--- config.mk ---
export PLATFORM = sky130hd
export DESIGN_NAME = usrt_rx_ctrl
export DESIGN_NICKNAME = d
export VERILOG_FILES = /design/src/rtl/usrt_rx_ctrl.sv
export SDC_FILE = /design/constraint.sdc
export NUM_CORES = 1
export LEC_CHECK = 0
export CAP_MARGIN = 20
export CORE_MARGIN = 4
export CORE_UTILIZATION = 50
export CTS_CLUSTER_DIAMETER = 200
export CTS_CLUSTER_SIZE = 12
export DETAILED_ROUTE_END_ITERATION = 8
export PLACE_DENSITY_LB_ADDON = 0.12
export SLEW_MARGIN = 20
export SYNTH_ARGS = -nofsm -noshare
export SYNTH_HDL_FRONTEND = slang
export SYNTH_SLANG_ARGS = --single-unit
--- constraint.sdc ---
create_clock -name i_Pclk -period 2.2 [get_ports i_Pclk]
set_input_delay 0.22 -clock i_Pclk [delete_from_list [all_inputs] [get_ports i_Pclk]]
set_output_delay 0.22 -clock i_Pclk [all_outputs]
set_load 0.01 [all_outputs]
--- src/rtl/usrt_rx_ctrl.sv ---
// usrt_rx_ctrl: USRT receive controller.
// Deserialises 11-bit frames from the bit-clocked RX line and hands parity
// frames to an external checker with a one-cycle strobe. Accepted bytes are
// buffered in a show-ahead FIFO behind a valid/ready handshake.
// Frame, parity-timeout and overrun errors are reported as one-cycle pulses.

module usrt_rx_ctrl #(
    parameter int DEPTH    = 4,
    parameter int CHK_WAIT = 2
) (
    input  logic        i_Pclk,
    input  logic        i_Rst_n,
    input  logic        i_Enable,
    input  logic        i_Rx,
    input  logic [1:0]  i_Parity,
    output logic        o_ChkEnable,
    output logic [1:0]  o_ChkParity,
    output logic [10:0] o_ChkData,
    input  logic        i_ChkEnable,
    input  logic [7:0]  i_ChkData,
    output logic [7:0]  o_Data,
    output logic        o_Valid,
    input  logic        i_Ready,
    output logic        o_FrameErr,
    output logic        o_ParityErr,
    output logic        o_Overrun,
    output logic        o_Busy
);

    localparam int PW = $clog2(DEPTH);
    localparam int CW = PW + 1;
    localparam int WW = (CHK_WAIT > 1) ? $clog2(CHK_WAIT) : 1;
    localparam logic [WW-1:0] WAIT_LAST = WW'(CHK_WAIT - 1);
    localparam logic [CW-1:0] FULL_CNT  = CW'(DEPTH);

    typedef enum logic {RX_IDLE, RX_SHIFT} rx_state_t;
    typedef enum logic {C_IDLE, C_WAIT} chk_state_t;

    rx_state_t     rx_state, rx_next;
    logic [3:0]    bit_cnt;
    logic [9:0]    shift_reg;
    logic [1:0]    mode_q;
    logic          start_bit, shift_bit, frame_done;
    logic          frame_ready;

    chk_state_t    chk_state, chk_next;
    logic [WW-1:0] wait_cnt;
    logic          wait_last;
    logic          chk_start, push_direct, push_chk, timeout, push;
    logic [7:0]    push_data;

    logic [7:0]    mem [DEPTH];
    logic [PW-1:0] wr_ptr, rd_ptr;
    logic [CW-1:0] count;
    logic          full, pop, accept, overrun_now;

    // Receive FSM state register.
    always_ff @(posedge i_Pclk or negedge i_Rst_n) begin
        if (!i_Rst_n) rx_state <= RX_IDLE;
        else          rx_state <= rx_next;
    end

    // Receive FSM next state: start bit opens a frame, bit 10 or a dropped enable closes it.
    always_comb begin
        rx_next = rx_state;
        case (rx_state)
            RX_IDLE:  if (i_Enable && !i_Rx) rx_next = RX_SHIFT;
            RX_SHIFT: if (!i_Enable || bit_cnt == 4'd10) rx_next = RX_IDLE;
            default:  rx_next = RX_IDLE;
        endcase
    end

    // Receive FSM outputs: per-cycle control strobes for the shifter and handoff.
    always_comb begin
        start_bit  = 1'b0;
        shift_bit  = 1'b0;
        frame_done = 1'b0;
        case (rx_state)
            RX_IDLE:  start_bit = i_Enable & ~i_Rx;
            RX_SHIFT: begin
                shift_bit  = i_Enable & (bit_cnt != 4'd10);
                frame_done = i_Enable & (bit_cnt == 4'd10);
            end
            default: ;
        endcase
    end

    // Shift bits 0..9 in LSB first so bit0 lands in shift_reg[0]; mode 11 is folded to none.
    always_ff @(posedge i_Pclk or negedge i_Rst_n) begin
        if (!i_Rst_n) begin
            shift_reg <= '0;
            bit_cnt   <= '0;
            mode_q    <= '0;
        end else if (start_bit) begin
            shift_reg <= {i_Rx, shift_reg[9:1]};
            bit_cnt   <= 4'd1;
            mode_q    <= (i_Parity == 2'b11) ? 2'b00 : i_Parity;
        end else if (shift_bit) begin
            shift_reg <= {i_Rx, shift_reg[9:1]};
            bit_cnt   <= bit_cnt + 4'd1;
        end
    end

    // Handoff register: freezes the completed frame so the shifter can start the next one.
    always_ff @(posedge i_Pclk or negedge i_Rst_n) begin
        if (!i_Rst_n) begin
            frame_ready <= 1'b0;
            o_ChkData   <= '0;
            o_ChkParity <= '0;
        end else begin
            frame_ready <= frame_done;
            if (frame_done) begin
                o_ChkData   <= {i_Rx, shift_reg};
                o_ChkParity <= mode_q;
            end
        end
    end

    // Check stage state register.
    always_ff @(posedge i_Pclk or negedge i_Rst_n) begin
        if (!i_Rst_n) chk_state <= C_IDLE;
        else          chk_state <= chk_next;
    end

    assign wait_last = (wait_cnt == WAIT_LAST);

    // Check stage next state: wait for the checker until it answers or the window closes.
    always_comb begin
        chk_next = chk_state;
        case (chk_state)
            C_IDLE:  if (chk_start) chk_next = C_WAIT;
            C_WAIT:  if (i_ChkEnable || wait_last) chk_next = C_IDLE;
            default: chk_next = C_IDLE;
        endcase
    end

    // Check stage outputs: classify the handed-off frame and select the byte to push.
    always_comb begin
        chk_start   = frame_ready & o_ChkData[10] & (o_ChkParity != 2'b00);
        push_direct = frame_ready & o_ChkData[10] & (o_ChkParity == 2'b00);
        o_FrameErr  = frame_ready & ~o_ChkData[10];
        o_ChkEnable = chk_start;
        push_chk    = (chk_state == C_WAIT) & i_ChkEnable;
        timeout     = (chk_state == C_WAIT) & ~i_ChkEnable & wait_last;
        push        = push_direct | push_chk;
        push_data   = push_chk ? i_ChkData : o_ChkData[8:1];
        o_Busy      = (rx_state != RX_IDLE) | frame_ready | (chk_state != C_IDLE);
    end

    // Checker response window counter and registered timeout pulse.
    always_ff @(posedge i_Pclk or negedge i_Rst_n) begin
        if (!i_Rst_n) begin
            wait_cnt    <= '0;
            o_ParityErr <= 1'b0;
        end else begin
            o_ParityErr <= timeout;
            if (chk_start)                 wait_cnt <= '0;
            else if (chk_state == C_WAIT)  wait_cnt <= wait_cnt + WW'(1);
        end
    end

    assign o_Valid     = (count != '0);
    assign full        = (count == FULL_CNT);
    assign pop         = o_Valid & i_Ready;
    assign accept      = push & (~full | pop);
    assign overrun_now = push & full & ~pop;

    // FIFO storage; contents need no reset because occupancy guards every read.
    always_ff @(posedge i_Pclk) begin
        if (accept) mem[wr_ptr] <= push_data;
    end

    // FIFO pointers, occupancy and show-ahead head register.
    always_ff @(posedge i_Pclk or negedge i_Rst_n) begin
        if (!i_Rst_n) begin
            wr_ptr    <= '0;
            rd_ptr    <= '0;
            count     <= '0;
            o_Data    <= '0;
            o_Overrun <= 1'b0;
        end else begin
            o_Overrun <= overrun_now;
            if (accept) wr_ptr <= wr_ptr + PW'(1);
            if (pop)    rd_ptr <= rd_ptr + PW'(1);
            case ({accept, pop})
                2'b10:   count <= count + CW'(1);
                2'b01:   count <= count - CW'(1);
                default: ;
            endcase
            if (pop) begin
                if (count > CW'(1)) o_Data <= mem[rd_ptr + PW'(1)];
                else if (accept)    o_Data <= push_data;
            end else if (accept && count == '0) begin
                o_Data <= push_data;
            end
        end
    end

endmodule

After elaboration in Yosys (flattened, before gate mapping)
Memories as Yosys holds them, arrays and structs flattened.
Index checks and enable logic that the tools add are counted.
{ "totals": {"register_bits": 50, "ramBits": 32, "memories": 1} }
{ "op_classes": {"n_addsub": 6, "magnitude_cmp": 1, "eq_ne": 7, "muxes": 24, "bitwise": 25, "reduce_logical": 15} }
{ "mem_list": {"columns": ["memory", "words", "width", "rd", "rd_ports_with_merged_regs", "wr", "line", "rtl"], "rows": [
  ["mem", 4, 8, 1, 0, 1, "52", "logic [7:0] mem [DEPTH];"]
]} }
{ "op_table": {"columns": ["op", "n"], "rows": [
  ["$mux W8", 5],
  ["$mux W10", 2],
  ["$and A1 B1 Y1", 14],
  ["$mux W1", 11],
  ["$reduce_bool A2 Y1", 5],
  ["$mux W4", 2],
  ["$not A1 Y1", 7],
  ["$pmux W3 S2", 1],
  ["$add A2 B1 Y2 const B", 2],
  ["$add A4 B1 Y4 const B", 1],
  ["$eq A2 B2 Y1 const B", 2],
  ["$eq A4 B4 Y1 const B", 1],
  ["$ne A4 B4 Y1 const B", 1],
  ["$or A1 B1 Y1", 4],
  ["$pmux W1 S2", 2],
  ["$add A3 B1 Y3 const B", 1],
  ["$eq A3 B3 Y1 const B", 1],
  ["$gt A3 B1 Y1 const B", 1],
  ["$logic_not A3 Y1", 1],
  ["$ne A3 B1 Y1 const B", 1],
  ["$reduce_bool A3 Y1", 1],
  ["$sub A3 B1 Y3 const B", 1],
  ["$eq A2 B1 Y1 const B", 1],
  ["$logic_and A1 B1 Y1", 2],
  ["6 further kinds", 8]
]} }

Logic depth before layout (Yosys ltp)
{ "logic_depth": {"ltp_word": 7, "mapped_depth": 9, "mapped_depth_nobuf": 9} }

Worst setup path after synthesis
OpenSTA, ideal clock, no wires.
{ "synth_path": {"path_type": "reg2reg", "startpoint": "register count[0]", "endpoint": "register o_Data[0]", "setup_time_ns": 0.125, "t_arrival_ns": 2.143, "slack_ns": -0.068, "path_stages_with_launch": 10, "path_buffers": 0, "cell_sequence": "dfrtp_1 > inv_1 > ha_1 > nand3b_1 > and2_1 > inv_1 > ha_1 > a21oi_1 > a211oi_4 > mux2_2"} }
{ "synth_between": {"elab_chain_len": 7, "word_cells_on_any_way": 14} }
{ "synth_lines": {"columns": ["item", "line", "rtl"], "rows": [
  ["start: declaration", "54", "logic [CW-1:0] count;"],
  ["start signal: assignment", "186", "2'b10: count <= count + CW'(1);"],
  ["start signal: assignment", "187", "2'b01: count <= count - CW'(1);"],
  ["$reduce_bool A3 Y1 or $eq A3 B3 Y1 (tied branches)", "162, 163", null],
  ["$and A1 B1 Y1 or $not A1 Y1 (tied branches)", "164, 165", null],
  ["$or A1 B1 Y1", "165", "assign accept = push & (~full | pop);"],
  ["$and A1 B1 Y1", "165", null],
  ["$logic_and A1 B1 Y1", "193", "end else if (accept && count == '0) begin"],
  ["$reduce_bool A2 Y1 (no line)", null, null],
  ["$reduce_and A2 Y1 (no line)", null, null],
  ["end signal: assignment", "191", "if (count > CW'(1)) o_Data <= mem[rd_ptr + PW'(1)];"],
  ["end signal: assignment", "192", "else if (accept) o_Data <= push_data;"],
  ["end signal: assignment", "194", "o_Data <= push_data;"],
  ["end: declaration", "21", "output logic [7:0] o_Data,"]
]} }
Parallel ways exist; a longest one is shown, timed or not.
A chain may end at the register's enable or synchronous reset.

Worst setup path after layout
{ "layout_path": {"startpoint": "register count[0]", "endpoint": "register o_Data[5]"} }
The elaborated chain is that of the path after synthesis.

==> results by stage <==
Outcome:
- The flow ran to the end, and the final reports show no timing, DRC or antenna violations.

Placement:
- The number of instances in the placed design is 380.
- The worst setup slack after placement is -0.166 ns.
- The final weighted congestion in routability-driven placement is 0.796.
- The area after detailed placement is 4240 sq um.
- The HPWL after detailed placement is 4480 um.
- Port buffering added 42 buffers.

Routing:
- The per-cell routed wire length is 15.9 um.
- The first routing iteration left 47 violations.
- The first detailed-routing pass took 4 iterations.
- After detailed routing, the number of vias per cell comes to 5.03.
- Wires add up to 6360 um.
- After detailed routing, the number of remaining DRC violations is 0.
- The number of routed nets with antenna violations is 0.
- The total via count after detailed routing is 2011.

Timing:
- Setup repair after global routing left no endpoint under its margin.
- The final critical-path required period is 2.09 ns.
- At the pin with the least slew margin, the transition time is 0.616 ns.
- The summed negative setup slack over all endpoints is 0 ns.
- The final-report hold violation count was 0.
- The count of final max-slew check failures came to 0.
- The worst slack on hold paths is 0.426 ns.
- The worst slew slack as a fraction of its limit is 58.9%.
- The setup slack after layout is 0.114 ns.
- Clock skew on the completed layout was measured at 0.00923 ns.
- The maximum clock frequency is 479 MHz.
- Setup violations remaining at the end of the flow were counted as 0.
- The worst path uses 94.8% of the clock period.

Setup path:
- Data on the critical path is required at its endpoint by 2.42 ns.
- The largest driver fanout on the critical path is 8.
- In this run the worst setup path terminates at o_Data[5].
- STA classifies the critical path endpoint as a flip-flop.
- Across all register-to-register paths, the minimum setup slack is 0.11 ns.
- The critical path launch point type is a flip-flop.
- The launch instance of the worst register-to-register path is count[0].
- The number of cells traversed by the worst register-to-register path is 10.
- The endpoint arrival time on the critical path is 2.31 ns.
- The worst register-to-register path ends at o_Data[5].
- The most critical setup path has its startpoint at count[0].
- The critical path class is flip-flop to flip-flop.

Synth:
- Counting every net in the synthesized netlist gives 260.
- For this run, the number of Yosys warnings is 0.
- For this run, asynchronously set or reset flops after synthesis account for 61.0%.
- In this run, distinct cell masters in the synthesized netlist total 34.
- Counting flops with a built-in enable in the synthesized netlist gives 32.
- After technology mapping, the gate count stands at 232.
- The mapped netlist covers 3600 sq um.
- The leading register cell type out of synthesis is sky130_fd_sc_hd__dfrtp_1.
- In this run, synthesis produced a sequential element count of 82.
- A synthesized cell averages 15.5 sq um.
- The share of the yosys chip area belonging to registers is 61.5%.

GRT:
- The pin count of the biggest net entering global routing is 27.
- The total overflow left after global routing is 0.
- The initial antenna violation count is 0.
- The global-route wire length before repair is 10600 um.
- The via count of the first global-routing pass is 2082.
- Global routing used 16.2% of the available tracks.

Clock tree:
- After clock tree synthesis, the clock-pin slew on the worst setup and hold paths is 0.08 ns.
- Counting the buffers created by CTS gives 9.
- The clock tree from TritonCTS is yes.
- Clock latency on the worst-skew pair, taken at its later pin, is 0.34 ns.
- The sink count of the clock tree is 82.
- The number of H-tree levels is 3.
- The root buffer cell chosen for the clock tree is sky130_fd_sc_hd__clkbuf_8.
- No sink is reached through more buffers than the 2 on the longest clock path.

Floorplan:
- The die is 92.8 um tall.
- The number of placement rows is 30.
- The die covers 8620 sq um.
- For this configuration, the core starts out at a cell density of 52.1%.
- In this run the count of I/O pins placed on the die edge is 43.
- The core region area is 6910 sq um.
- The horizontal extent of the die is 92.8 um.

Pwr:
- For this design the static power due to leakage is 1.97 nW.
- Power spread over the standard cell area amounts to 965 nW/um^2.
- The worst supply voltage drop on vdd is 485 uV.
- The design draws 4.33 mW.

Hold path:
- The worst hold path belongs to the class input pin to async pin.

Cells and area:
- The total non-filler cell area in the finished layout is 4490 sq um.
- The net count of the finished layout is 327.
- Measured on the finished design, the core utilization comes to 65.0%.
- The flip-flop count of the largest register, all copies and words added is 32.
- The number of antenna diodes is 0.
- The finished layout holds 400 standard cells, fillers aside.
- From synthesis to final layout, the design area changed by 24.8%.
- The ratio of cells with drive above 1 in the final layout is 33.2%.

Flow run:
- The tool flagged a number of max-cap violations equal to 0.
cell usage after synthesis, types with 5 or more instances:
| cell type | number | area share [%] |
|---|---|---|
| sky130_fd_sc_hd__dfrtp_1 | 50 | 35 |
| sky130_fd_sc_hd__inv_1 | 8 | 0.83 |
| sky130_fd_sc_hd__nand2_1 | 10 | 1.0 |
| sky130_fd_sc_hd__nor2_1 | 10 | 1.0 |
| sky130_fd_sc_hd__xnor2_1 | 5 | 1.2 |
| sky130_fd_sc_hd__and2_1 | 5 | 0.87 |
| sky130_fd_sc_hd__edfxtp_1 | 32 | 27 |
| sky130_fd_sc_hd__ha_1 | 12 | 4.2 |
| sky130_fd_sc_hd__o21ai_0 | 5 | 0.70 |
| sky130_fd_sc_hd__mux4_2 | 8 | 5.0 |
| sky130_fd_sc_hd__mux2_2 | 44 | 14 |
critical path: stages (launching register included):
cell and delay, ns:
sky130_fd_sc_hd__dfrtp_1 0.38, sky130_fd_sc_hd__inv_1 0.09, sky130_fd_sc_hd__ha_2 0.19, sky130_fd_sc_hd__nand3b_1 0.10, sky130_fd_sc_hd__and2_4 0.18, sky130_fd_sc_hd__inv_2 0.07
sky130_fd_sc_hd__ha_4 0.15, sky130_fd_sc_hd__a21oi_2 0.06, sky130_fd_sc_hd__a211oi_4 0.24, sky130_fd_sc_hd__buf_6 0.17, sky130_fd_sc_hd__mux2_2 0.34
what timing repair did:
| item | CTS | global route |
|---|---|---|
| gates resized for setup | 0 | 7 |
| gates cloned | 0 | 0 |
| hold endpoints to repair | 24 | 0 |
| hold buffers | 1 | 0 |
| pin swaps | 1 | 1 |
| setup buffers | 1 | 2 |
| setup endpoints to repair | 8 | 8 |
area by class of cell:
| type | count | area [sq um] |
|---|---|---|
| Timing Repair Buffer | 62 | 597 |
| Inverter | 8 | 30.0 |
| Tap cell | 96 | 120 |
| Sequential cell | 82 | 2210 |
| Fill cell | 551 | 2420 |
| Clock inverter | 6 | 56.3 |
| Clock buffer | 10 | 138 |
| Multi-Input combinational cell | 136 | 1340 |
routing by layer:
| layer | routed length, um | vias up | global-route usage (%) |
|---|---|---|---|
| met2 | 3210 | 27 | 26.7 |
| met1 | 2890 | 1011 | 21.0 |
| li1 | - | 967 | - |
| met5 | 0 | - | 0 |
| met4 | 96 | 0 | 6.96 |
| met3 | 166 | 6 | 3.09 |
placed cells by master, fill, tap and decap left out, drive strengths merged, types with 2 or more instances in the layout:
cell / count
and3: 4
nand2b: 4
clkbuf: 10
xor2: 4
dfrtp: 50
clkdlybuf4s50: 41
and2: 6
xnor2: 5
a211oi: 2
o21bai: 2
buf: 20
mux2: 47
mux4: 8
nor2: 10
nand3b: 2
ha: 12
a21oi: 2
inv: 8
clkinv: 4
mux2i: 2
nor2b: 3
o21ai: 5
nand2: 11
nand3: 2
edfxtp: 32
worst min-delay path by stage:
stage           startpoint         end
2_1_floorplan      i_Rst_n  bit_cnt[0]
6_report           i_Rst_n  bit_cnt[2]
4_1_cts            i_Rst_n  bit_cnt[2]
3_3_place_gp       i_Rst_n  bit_cnt[2]
5_1_grt        i_Parity[0]   mode_q[0]
3_5_place_dp       i_Rst_n  bit_cnt[2]
power by group:
group	internal [mW]	leakage [nW]	switching, mW
clock	0.546	0.0995	0.516
combinational	0.769	0.903	0.530
sequential	1.80	0.967	0.173
total	3.11	1.97	1.22
kinds of logic (layout without fill, tap and decap cells):
group,Yosys count,count (layout),share of synthesized area (%)
DFF,82,82,61.5
muxes,57,57,20.3
and+or+nand+nor,45,45,7.02
buffers and inverters,14,86,1.95
AOI/OAI and AO/OA,13,13,2.92
adders and majority gates,12,12,4.17
xor gates and xnor gates,9,9,2.19
(Power assumes the default switching activity.)
==> variant 1, RTL diff (config.mk and constraints unchanged) <==
The parameter `CHK_WAIT` goes from 2 to 1.
--- a/src/rtl/usrt_rx_ctrl.sv
+++ b/src/rtl/usrt_rx_ctrl.sv
@@ -7,5 +7,5 @@
 module usrt_rx_ctrl #(
     parameter int DEPTH    = 4,
-    parameter int CHK_WAIT = 2
+    parameter int CHK_WAIT = 1
 ) (
     input  logic        i_Pclk,
Function: no difference found for any inputs over 10 cycles, from zero or initial values and one cycle with i_Rst_n low; that may be too few to reach the edited logic, so the function may still have changed.
==> variant 1 against the original RTL <==
Utilization grew 0.36 points; setup slack gained 0.0012 ns; cell area grew 0.56%; sequential cell count is the same; largest power group unchanged; largest cell class unchanged; synthesized area grew 0.56%; wire length shrank 1.8%; power grew 2.4%; highest routed layer unchanged; clock power grew 4%.
==> variant 1: results (changes against the original RTL) <==
metric	value	unit	change
wl_per_cell	15.8	um	-0.57%
grt_usage	0.157		-0.00542
gp_congestion	0.717		-9.9%
hold_path_depth	3		
placed_cell_area	4280	um2	+0.86%
largest_register_ff_count	32		unchanged
cts_buffers	9		unchanged
worst_r2r_endpoint	o_Data[2]		
antenna_found_initial	0		unchanged
fin_nets	322		-1.5%
clock_skew	0.00739	ns	-0.00184 ns
layout-drive-gt1-share	0.331		-0.00113
hold_path.class	input port to flip-flop		
grt_pass1_wl	10200	um	-3.1%
drt-initial-drc-count	81		+72%
p_leak	1.97	nW	about the same
grt_pass1_vias	2105		+1.1%
relSlewSlack	0.584		-0.00598
grt_max_degree	51		+89%
setup_viol	0		unchanged
cp.arrival	2.33	ns	+0.02 ns
design_area	4520	um2	+0.56%
dp_hpwl	4270	um	-4.7%
synth_commonest_cells	dfrtp_1 (50), mux2_2 (38), edfxtp_1 (32)		
run_status	finished, final reports clean		
ir_drop	0.427	mV	-12%
r2r_cells	10		unchanged
ys_seq_area_frac	0.611		-0.00340
final.setup.tns	0	ns	unchanged
clock_latency	0.35	ns	
synth.area.top_cells	dfrtp_1 (35%), edfxtp_1 (27%), mux2_2 (12%)		
worst_setup_path_start_kind	flip-flop		
n_fill_cell	536		-2.7%
synthDistinctLibCells	38		+12%
route.vias.total	1998		-0.65%
## variant 1: cell count changes after synthesis, moves of 2 or more
cell / delta
mux2_1: -3
mux2_2: -6
mux2_4: +8
nand3b_1: +2
nor2_1: -3
o21ai_0: +2
xor2_1: -2
## variant 1: final cells by class
type,count,share of cell area
repair buffers,56,0.119
clock inverters,7,0.0172
inverters,8,0.00720
multi-input cells,137,0.313
well taps,96,0.0266
flip-flops and latches,82,0.490
clock buffers,9,0.0274
## variant 1: report_power, final
group	internal [mW]	switching, mW	leakage [nW]
clock network	0.534	0.569	0.0954
logic	0.808	0.525	0.891
registers	1.81	0.193	0.983
## variant 1: critical path, cell delays in order (launching register included)
cell      delay, ns
dfrtp_2        0.43
inv_1          0.11
ha_4           0.15
nand3b_1       0.11
and2_4         0.20
inv_4          0.06
ha_4           0.14
a21oi_2        0.07
a211oi_4       0.25
buf_12         0.17
mux2_4         0.30
## variant 1: routing by layer
layer | GRT usage | routed length (um)
met3 | 0.0394 | 224
met1 | 0.205 | 2980
met2 | 0.250 | 2950
met5 | 0 | 0
met4 | 0.0659 | 84
## variant 1: cell families (layout without fill, tap and decap cells)
group                    count (synthesis)  in the layout  synth area share
AO/OA/AOI/OAI                           19             19            0.0401
AND/OR/NAND/NOR                         43             43            0.0664
buffers and inverters                   13             80            0.0169
flip-flops                              82             82             0.611
adder cells (fa/ha/maj)                 12             12            0.0415
XOR/XNOR                                 7              7            0.0169
multiplexers                            56             56             0.207
## variant 1: metrics by stage
stage | hold WS (ns) | cells | setup WS [ns]
2_1_floorplan | -0.0756 | 232 | -0.0190
3_3_place_gp | 0.369 | 376 | 0.0411
3_5_place_dp | 0.365 | 376 | 0.00746
4_1_cts | 0.439 | 393 | 0.0344
5_1_grt | 0.468 | 395 | 0.00982
6_report | 0.456 | 395 | 0.115
## variant 1: timing repair
action | 4_1_cts | 5_1_grt
endpoints found under the setup margin | 0 | 8
buffers inserted | 0 | 2
hold endpoints to repair | 50 | 0
resized for setup | 0 | 3
hold buffers | 1 | 0
## variant 1: worst max-delay path by stage
stage	end	slack, ns	cells past startpoint
final	o_Data[2]	0.11	10
after global routing	o_Data[4]	0.01	10
after CTS	o_Data[1]	0.03	10
after detailed placement	o_Data[2]	0.007	9
after global placement	o_Data[3]	0.04	9
after floorplan	o_Data[0]	-0.02	9
==> variant 2, RTL diff (config.mk and constraints unchanged) <==
Made on the original files. Register the output `o_FrameErr`; this adds one clock of latency there. The other outputs are not delayed to match.
--- a/src/rtl/usrt_rx_ctrl.sv
+++ b/src/rtl/usrt_rx_ctrl.sv
@@ -37,4 +37,6 @@
     typedef enum logic {C_IDLE, C_WAIT} chk_state_t;
 
+    logic o_FrameErr_d;
+
     rx_state_t     rx_state, rx_next;
     logic [3:0]    bit_cnt;
@@ -139,5 +141,5 @@
         chk_start   = frame_ready & o_ChkData[10] & (o_ChkParity != 2'b00);
         push_direct = frame_ready & o_ChkData[10] & (o_ChkParity == 2'b00);
-        o_FrameErr  = frame_ready & ~o_ChkData[10];
+        o_FrameErr_d = frame_ready & ~o_ChkData[10];
         o_ChkEnable = chk_start;
         push_chk    = (chk_state == C_WAIT) & i_ChkEnable;
@@ -197,4 +199,8 @@
     end
 
+    always_ff @(posedge i_Pclk) begin
+        o_FrameErr <= o_FrameErr_d;
+    end
+
 endmodule
 
Function: no difference found for any inputs over 10 cycles, from zero or initial values and one cycle with i_Rst_n low; that may be too few to reach the edited logic, so the function may still have changed.
==> variant 2 against the original RTL <==
Cell count is 2.0% higher; setup slack worse by 0.025 ns; cell area up 3.1%; non-clock buffer count grew 7; sequential cell count is 1 higher; wire length rose by 8.5%; power rose by 9.1%; hold slack worse by 0.089 ns; die area rose by 0.51%; synthesized area rose by 0.56%; maximum frequency is 1.2% lower; critical endpoint is now o_Data[3]; largest cell class unchanged; largest power group unchanged.
==> variant 2: results (changes against the original RTL) <==
metric	value	unit	change
synthMuxAreaShare	0.202		-0.00112
tightest_slew	0.467	ns	-0.149 ns
fin_nets	335		+2.4%
cp.arrival	2.34	ns	+0.03 ns
synth.area.top_cells	dfrtp_1 (35%), edfxtp_1 (27%), mux2_2 (14%)		
synthDistinctLibCells	35		+2.9%
clock_power	1.37	mW	+29%
placed_cell_area	4300	um2	+1.4%
wl_per_cell	16.9	um	+6.4%
ir_drop	0.604	mV	+24%
antennaDiodeCount	0		unchanged
multi_input_area_share	0.290		-0.00804
vias_per_cell	5.16		+2.7%
met1Wirelength	3180	um	+10%
async_reset_ff_frac	0.602		-0.00735
grt_pass1_wl	11300	um	+6.7%
clock_skew	0.0146	ns	+0.00535 ns
p_leak	2.04	nW	+3.4%
final-seq-area	2230	um2	+0.91%
cts.sinks	83		+1.2%
layout-drive-gt1-share	0.353		+0.0203
grt_usage	0.172		+0.00939
grtUsageMet1	0.239		+0.0294
ys_seq_area_frac	0.617		+0.00213
dp_hpwl	4980	um	+11%
synth_xor_area_frac	0.0218		-0.000121
seq-cell-share	0.482		-0.0103
dpl.cell_count	388		+2.1%
num-clock-buffers	11		+1
grt_pass1_vias	2232		+7.2%
timing.final.ws_setup	0.0884	ns	-0.0253 ns
grt_max_degree	20		-26%
use_met3	0.0298		-0.00110
drt-initial-drc-count	57		+21%
rrSetupSlack	0.09	ns	-0.03 ns
synthesis.nets	261		+0.38%
synth-compound-area-share	0.0290		-0.000162
r2r_start	count[1]		
gp_congestion	0.735		-7.6%
power	4.73	mW	+9.1%
met3_length	209	um	+26%
clk_share	0.0560		+0.0128
post-place-ws	-0.195	ns	-0.0288 ns
endpoint	o_Data[3]		
whs	0.337	ns	-0.0894 ns
nNonClkBuffers	69		+11%
run_status	finished, final reports clean		
clk_path_buf_depth	2		unchanged
critical_path.max_fanout	8		unchanged
route.vias.total	2107		+4.8%
bufAreaShareNonClock	0.139		+0.00659
combPwrFrac	0.286		-0.014
wl_met2	3440	um	+7.1%
n_fill_cell	524		-4.9%
grt_use_met2	0.268		+0.00120
synth_adder_area_share	0.0415		-0.000231
p_int	3.44	mW	+11%
postSynthCellCount	233		+0.43%
variant 2: cell types whose count changed after synthesis:
cell	before	now
dfxtp_1	0	1
variant 2: logic make-up (layout without fill, tap and decap cells):
family                   Yosys count  in the layout
flip-flops                        83             83
multiplexers                      57             57
AND/OR/NAND/NOR                   45             45
buffers and inverters             14             93
AO/OA/AOI/OAI                     13             13
adder cells (fa/ha/maj)           12             12
XOR/XNOR                           9              9
variant 2: worst max-delay path: stages (launching register included):
cell,delay (ns)
dfrtp_1,0.39
inv_2,0.09
ha_4,0.14
nand3b_1,0.10
and2_4,0.18
inv_2,0.05
ha_2,0.21
a21oi_2,0.08
a211oi_4,0.26
buf_12,0.16
mux2_2,0.33
variant 2: what timing repair did:
action,in CTS,in global routing
setup endpoints to repair,8,8
resized for setup,3,5
pin swaps,1,1
hold endpoints to repair,17,0
hold buffers,1,0
buffers inserted,1,2
